==> src/rtl/lp_pipe_result_sink.sv <==
`default_nettype none
// ============================================================================
// Module   : lp_pipe_result_sink
// Brief    : Result sink for the low-power piped-operator output handshake.
//            Buffers pushed results in a FWFT FIFO with registered
//            backpressure, and flags protocol and ID-sequence errors.
// Revision : 1.0 - initial release
// ============================================================================
module lp_pipe_result_sink #(
    parameter int data_width   = 32,
    parameter int status_width = 8,
    parameter int id_width     = 8,
    parameter int depth        = 4,
    parameter int id_check     = 1
) (
    input  logic                         clk,
    input  logic                         rst_n,
    input  logic                         arrive,
    input  logic [id_width-1:0]          arrive_id,
    input  logic [data_width-1:0]        z,
    input  logic [status_width-1:0]      status,
    input  logic                         push_out_n,
    output logic                         accept_n,
    output logic                         out_valid,
    input  logic                         out_ready,
    output logic [data_width-1:0]        out_z,
    output logic [status_width-1:0]      out_status,
    output logic [id_width-1:0]          out_id,
    output logic [$clog2(depth+1)-1:0]   census,
    output logic                         full,
    output logic                         proto_err,
    output logic                         id_err
);

    localparam int c_ptr_w = $clog2(depth);
    localparam int c_cnt_w = $clog2(depth + 1);
    localparam int c_ent_w = data_width + status_width + id_width;
    localparam logic [c_cnt_w-1:0] c_depth = c_cnt_w'(depth);

    logic [c_ent_w-1:0]  r_mem [depth];
    logic [c_ptr_w-1:0]  r_wr_ptr;
    logic [c_ptr_w-1:0]  r_rd_ptr;
    logic [c_cnt_w-1:0]  r_census;
    logic                r_accept_n;
    logic                r_proto_err;
    logic                r_id_err;
    logic [id_width-1:0] r_exp_id;

    logic                w_push;
    logic                w_pop;
    logic                w_proto_viol;
    logic                w_id_miss;
    logic [c_cnt_w-1:0]  w_census_next;

    assign w_push       = ~push_out_n & ~r_accept_n;
    assign w_pop        = (r_census != '0) & out_ready;
    assign w_proto_viol = ~push_out_n & (r_accept_n | ~arrive);
    assign w_id_miss    = (id_check != 0) && w_push && (arrive_id != r_exp_id);

    always_comb begin
        w_census_next = r_census;
        if (w_push && !w_pop) begin
            w_census_next = r_census + c_cnt_w'(1);
        end else if (!w_push && w_pop) begin
            w_census_next = r_census - c_cnt_w'(1);
        end
    end

    // Storage is cleared on reset so the head ports read zero out of reset.
    always_ff @(posedge clk or negedge rst_n) begin
        if (!rst_n) begin
            for (int i = 0; i < depth; i++) begin
                r_mem[i] <= '0;
            end
        end else if (w_push) begin
            r_mem[r_wr_ptr] <= {z, status, arrive_id};
        end
    end

    always_ff @(posedge clk or negedge rst_n) begin
        if (!rst_n) begin
            r_wr_ptr   <= '0;
            r_rd_ptr   <= '0;
            r_census   <= '0;
            r_accept_n <= 1'b1;
        end else begin
            if (w_push) begin
                r_wr_ptr <= r_wr_ptr + c_ptr_w'(1);
            end
            if (w_pop) begin
                r_rd_ptr <= r_rd_ptr + c_ptr_w'(1);
            end
            r_census   <= w_census_next;
            // Backpressure looks at the post-update occupancy so a full FIFO
            // never sees a push and no skid storage is needed.
            r_accept_n <= (w_census_next == c_depth);
        end
    end

    always_ff @(posedge clk or negedge rst_n) begin
        if (!rst_n) begin
            r_proto_err <= 1'b0;
            r_id_err    <= 1'b0;
            r_exp_id    <= '0;
        end else begin
            if (w_proto_viol) begin
                r_proto_err <= 1'b1;
            end
            if (w_id_miss) begin
                r_id_err <= 1'b1;
            end
            // Resynchronise to the observed ID whether or not it matched.
            if (w_push) begin
                r_exp_id <= arrive_id + id_width'(1);
            end
        end
    end

    assign {out_z, out_status, out_id} = r_mem[r_rd_ptr];
    assign out_valid = (r_census != '0);
    assign census    = r_census;
    assign full      = (r_census == c_depth);
    assign accept_n  = r_accept_n;
    assign proto_err = r_proto_err;
    assign id_err    = r_id_err;

endmodule
`default_nettype wire

==> config.mk <==
export PLATFORM = sky130hd
export DESIGN_NAME = lp_pipe_result_sink
export DESIGN_NICKNAME = d
export VERILOG_FILES = /design/src/rtl/lp_pipe_result_sink.sv
export SDC_FILE = /design/constraint.sdc
export NUM_CORES = 1
export LEC_CHECK = 0
export ABC_AREA = 1
export ABC_CLOCK_PERIOD_IN_PS = 4010
export CAP_MARGIN = 20
export CELL_PAD_IN_SITES_DETAIL_PLACEMENT = 0
export CELL_PAD_IN_SITES_GLOBAL_PLACEMENT = 2
export CORE_MARGIN = 2
export CORE_UTILIZATION = 37
export CTS_CLUSTER_DIAMETER = 40
export DETAILED_ROUTE_END_ITERATION = 8
export HOLD_SLACK_MARGIN = 0.08
export PLACE_DENSITY_LB_ADDON = 0.1
export SLEW_MARGIN = 20
export SYNTH_ARGS = -nofsm -noshare
export SYNTH_HDL_FRONTEND = slang
export SYNTH_SLANG_ARGS = --single-unit
==> constraint.sdc <==
create_clock -name clk -period 4.01 [get_ports clk]
set_clock_uncertainty 0.15 [all_clocks]
set_input_delay 0.6015 -clock clk [delete_from_list [all_inputs] [get_ports clk]]
set_output_delay 0.6015 -clock clk [all_outputs]
set_load 0.005 [all_outputs]
==> results.toml <==
[grt]
overflow = 0
antenna_found_initial = 0
track_usage_pct = 18.8
grt_max_degree = 98
grt_pass1_vias = 7545
grt_pass1_wl_um = 39800

[drt]
wl_um = 23800
viasPerCell = 4.92
wire_per_inst_um = 15.7
firstDrtPassIters = 5
vias = 7458
drcViolationCount = 0
antenna_left = 0
drt-initial-drc-count = 459

[finish]
fin_area_um2 = 11800
drive_gt1_share_pct = 7.26
area_delta_synth_final_pct = 26.5
layout.nets = 1221
diodes = 0
fillers = 2512
post-route-util_pct = 47.4

[clock_network]
root_buffer = "clkbuf_16"
cts_setup_buffers = 0
clk_latency_ns = 0.49
clk_pin_slew_ns = 0.05
clk_path_buf_depth = 3
cts_tree = "done"
h-tree-depth = 2
cts.sinks = 210
cts_buffers = 36

[sta]
final.setup.tns_ns = 0
tightest_slew_ns = 0.992
hold_violations = 0
report.final.slew_viol_count = 0
fin_ws_ns = 0.714
rsz0062_at_grt = "no"
slew_headroom_pct = 33.8
post-route-period-util_pct = 82.2
setup_viol = 0
fmax_mhz = 303
min_period_ns = 3.30

[critical_path]
crit_chain = "clkinv_1 -> buf_12 -> o21ai_0 -> o22ai_1 -> clkdlybuf4s50_1"
r2r_end = "r_mem[131]$_DFFE_PN0P_"
timing.rr.start = "accept_n$_DFF_PN1_"
max_stage_delay_ns = 0.56
crit_buf_inv = 3
start_kind = "register"
critPathKind = "register to output pin"
cp_slowest_cell = "clkinv_1"
ff2ff_path_depth = 6
r2r_setup_slack_ns = 1.62
cpLargestDelayFamily = "buffers and inverters"
end_kind = "output pin"
worstPathRequired_ns = 3.26
path_depth = 5
worstPathMaxFanout = 30
worstPathArrival_ns = 2.54

[floorplan]
num_rows = 58
die_x_um = 163
start_util_pct = 37.5
dieArea_um2 = 26600
ios = 109
chipHeight_um = 163
core_area_um2 = 25000

[worst_hold_path]
worstHoldPathCells = 1
hold_end = "proto_err$_DFFE_PN0P_"
worstHoldStart = "proto_err$_DFFE_PN0P_"
hp-class = "register to register"

[logic_synthesis]
syn_area_per_cell_um2 = 8.71
synth_nets = 1135
syn_inst = 1074
yosysWarnings = 0
ys_seq_elements = 210
synth.distinct_cells = 24
syn_area_um2 = 9350
seq_area_frac_synth_pct = 56.2

[power_and_ir_drop]
p_leak_nw = 5.45
clkPwrFrac_pct = 28.8
p_comb_share_pct = 38.2
p_sw_mw = 3.79
p_int_mw = 7.10
seq_power_share_pct = 33.0
p_per_area_nw_per_um2 = 921
irDropWorstVdd_uv = 511
switching_share_pct = 34.8

[placement]
placed_cell_area_um2 = 10600
dp_hpwl_um = 13200
post-place-ws_ns = 1.02
gp_congestion = 0.709
io_buffers = 108

[run]
cap_violations = 0

[outcome]
status = "completed"
what timing repair did:
action,4_1_cts,5_1_grt
gates resized for setup,0,0
hold endpoints to repair,3,0
setup endpoints to repair,0,0
hold buffers,1,0
flip-flops by register name, indices dropped and copies added, names as in the netlist:
register and flops:
r_exp_id 8, r_mem 192, r_wr_ptr 2, census 3, id_err 1, accept_n 1, proto_err 1, r_rd_ptr 2
synthesized netlist by cell type (all sizes together):
cell    number  area share, %
o21ai      295             16
nand2      233            9.6
dfrtp      209             56
nor2       108            4.3
inv         67            2.7
o22ai       49            3.3
buf         38            3.5
clkbuf      36            1.5
nand3       12           0.64
ha           8            1.1
xnor2        6           0.56
nand4        4           0.27
xor2         3           0.28
a21oi        2           0.11
a31oi        2           0.13
dfstp        1           0.28
or2          1          0.067
routing by layer:
| metal | track usage, % | share of wire [%] | vias up | wire, um |
|---|---|---|---|---|
| li1 | - | - | 3741 | - |
| met2 | 30.8 | 45 | 161 | 10800 |
| met1 | 25.4 | 48 | 3528 | 11500 |
| met3 | 4.18 | 5.2 | 28 | 1230 |
| met4 | 4.42 | 1.4 | 0 | 340 |
| met5 | 0 | 0 | - | 0 |
cell families after synthesis:
logic type | synth area share (%)
and+or+nand+nor | 14.9
AOI/OAI and AO/OA | 19.3
DFF | 56.2
buffers and inverters | 7.65
xor gates and xnor gates | 0.843
adders and majority gates | 1.07
metrics by stage:
stage | power (mW) | hold WS (ns) | std cells
finish | 10.9 | 0.316 | 1515
global route | 11.8 | 0.346 | 1515
CTS | 11.1 | 0.319 | 1515
detailed placement | 7.84 | 0.307 | 1451
global placement | 7.81 | 0.306 | 1451
floorplan | 6.04 | 0.156 | 1074
placed cells by master (no fill, tap or decap), types with 4 or more instances in the layout:
cell / synthesis / routed
buf_12: 0 / 5
buf_4: 7 / 8
bufinv_16: 0 / 5
clkbuf_1: 34 / 4
clkbuf_16: 0 / 37
clkbuf_8: 0 / 6
clkdlybuf4s50_1: 0 / 107
clkinv_4: 0 / 5
clkinvlp_4: 0 / 4
dfrtp_1: 209 / 207
ha_1: 8 / 8
inv_1: 64 / 63
nand2_1: 229 / 227
nand2_4: 3 / 5
nand3_1: 12 / 12
nand4_1: 4 / 4
nor2_1: 108 / 108
o21ai_0: 274 / 274
o21ai_1: 21 / 21
o22ai_1: 49 / 49
xnor2_1: 6 / 6
layout make-up:
| cell class | instances | area, um2 | area share (%) |
|---|---|---|---|
| flip-flops and latches | 210 | 5260 | 44.5 |
| multi-input cells | 723 | 3400 | 28.7 |
| repair buffers | 122 | 1250 | 10.6 |
| clock buffers | 46 | 1010 | 8.53 |
| well taps | 330 | 413 | 3.49 |
| inverters | 67 | 253 | 2.14 |
| clock inverters | 17 | 246 | 2.08 |
power by group through the flow:
| stage | clock (mW) | combinational (mW) | sequential [mW] |
|---|---|---|---|
| global route | 3.33 | 4.76 | 3.71 |
| global placement | 0 | 4.21 | 3.60 |
| CTS | 3.23 | 4.26 | 3.59 |
| finish | 3.14 | 4.16 | 3.59 |
| detailed placement | 0 | 4.24 | 3.61 |
| floorplan | 0 | 2.55 | 3.49 |
worst max path at each step:
| stage | from | endpoint |
|---|---|---|
| after floorplan | r_rd_ptr[1]$_DFFE_PN0P_ | out_z[10] |
| final | r_rd_ptr[1]$_DFFE_PN0P_ | out_id[0] |
| after global placement | push_out_n | r_mem[60]$_DFFE_PN0P_ |
| after CTS | r_rd_ptr[1]$_DFFE_PN0P_ | out_id[0] |
| after detailed placement | push_out_n | r_mem[68]$_DFFE_PN0P_ |
| after global routing | r_rd_ptr[1]$_DFFE_PN0P_ | out_z[16] |
Note: power is estimated with default switching activity, not from simulation.
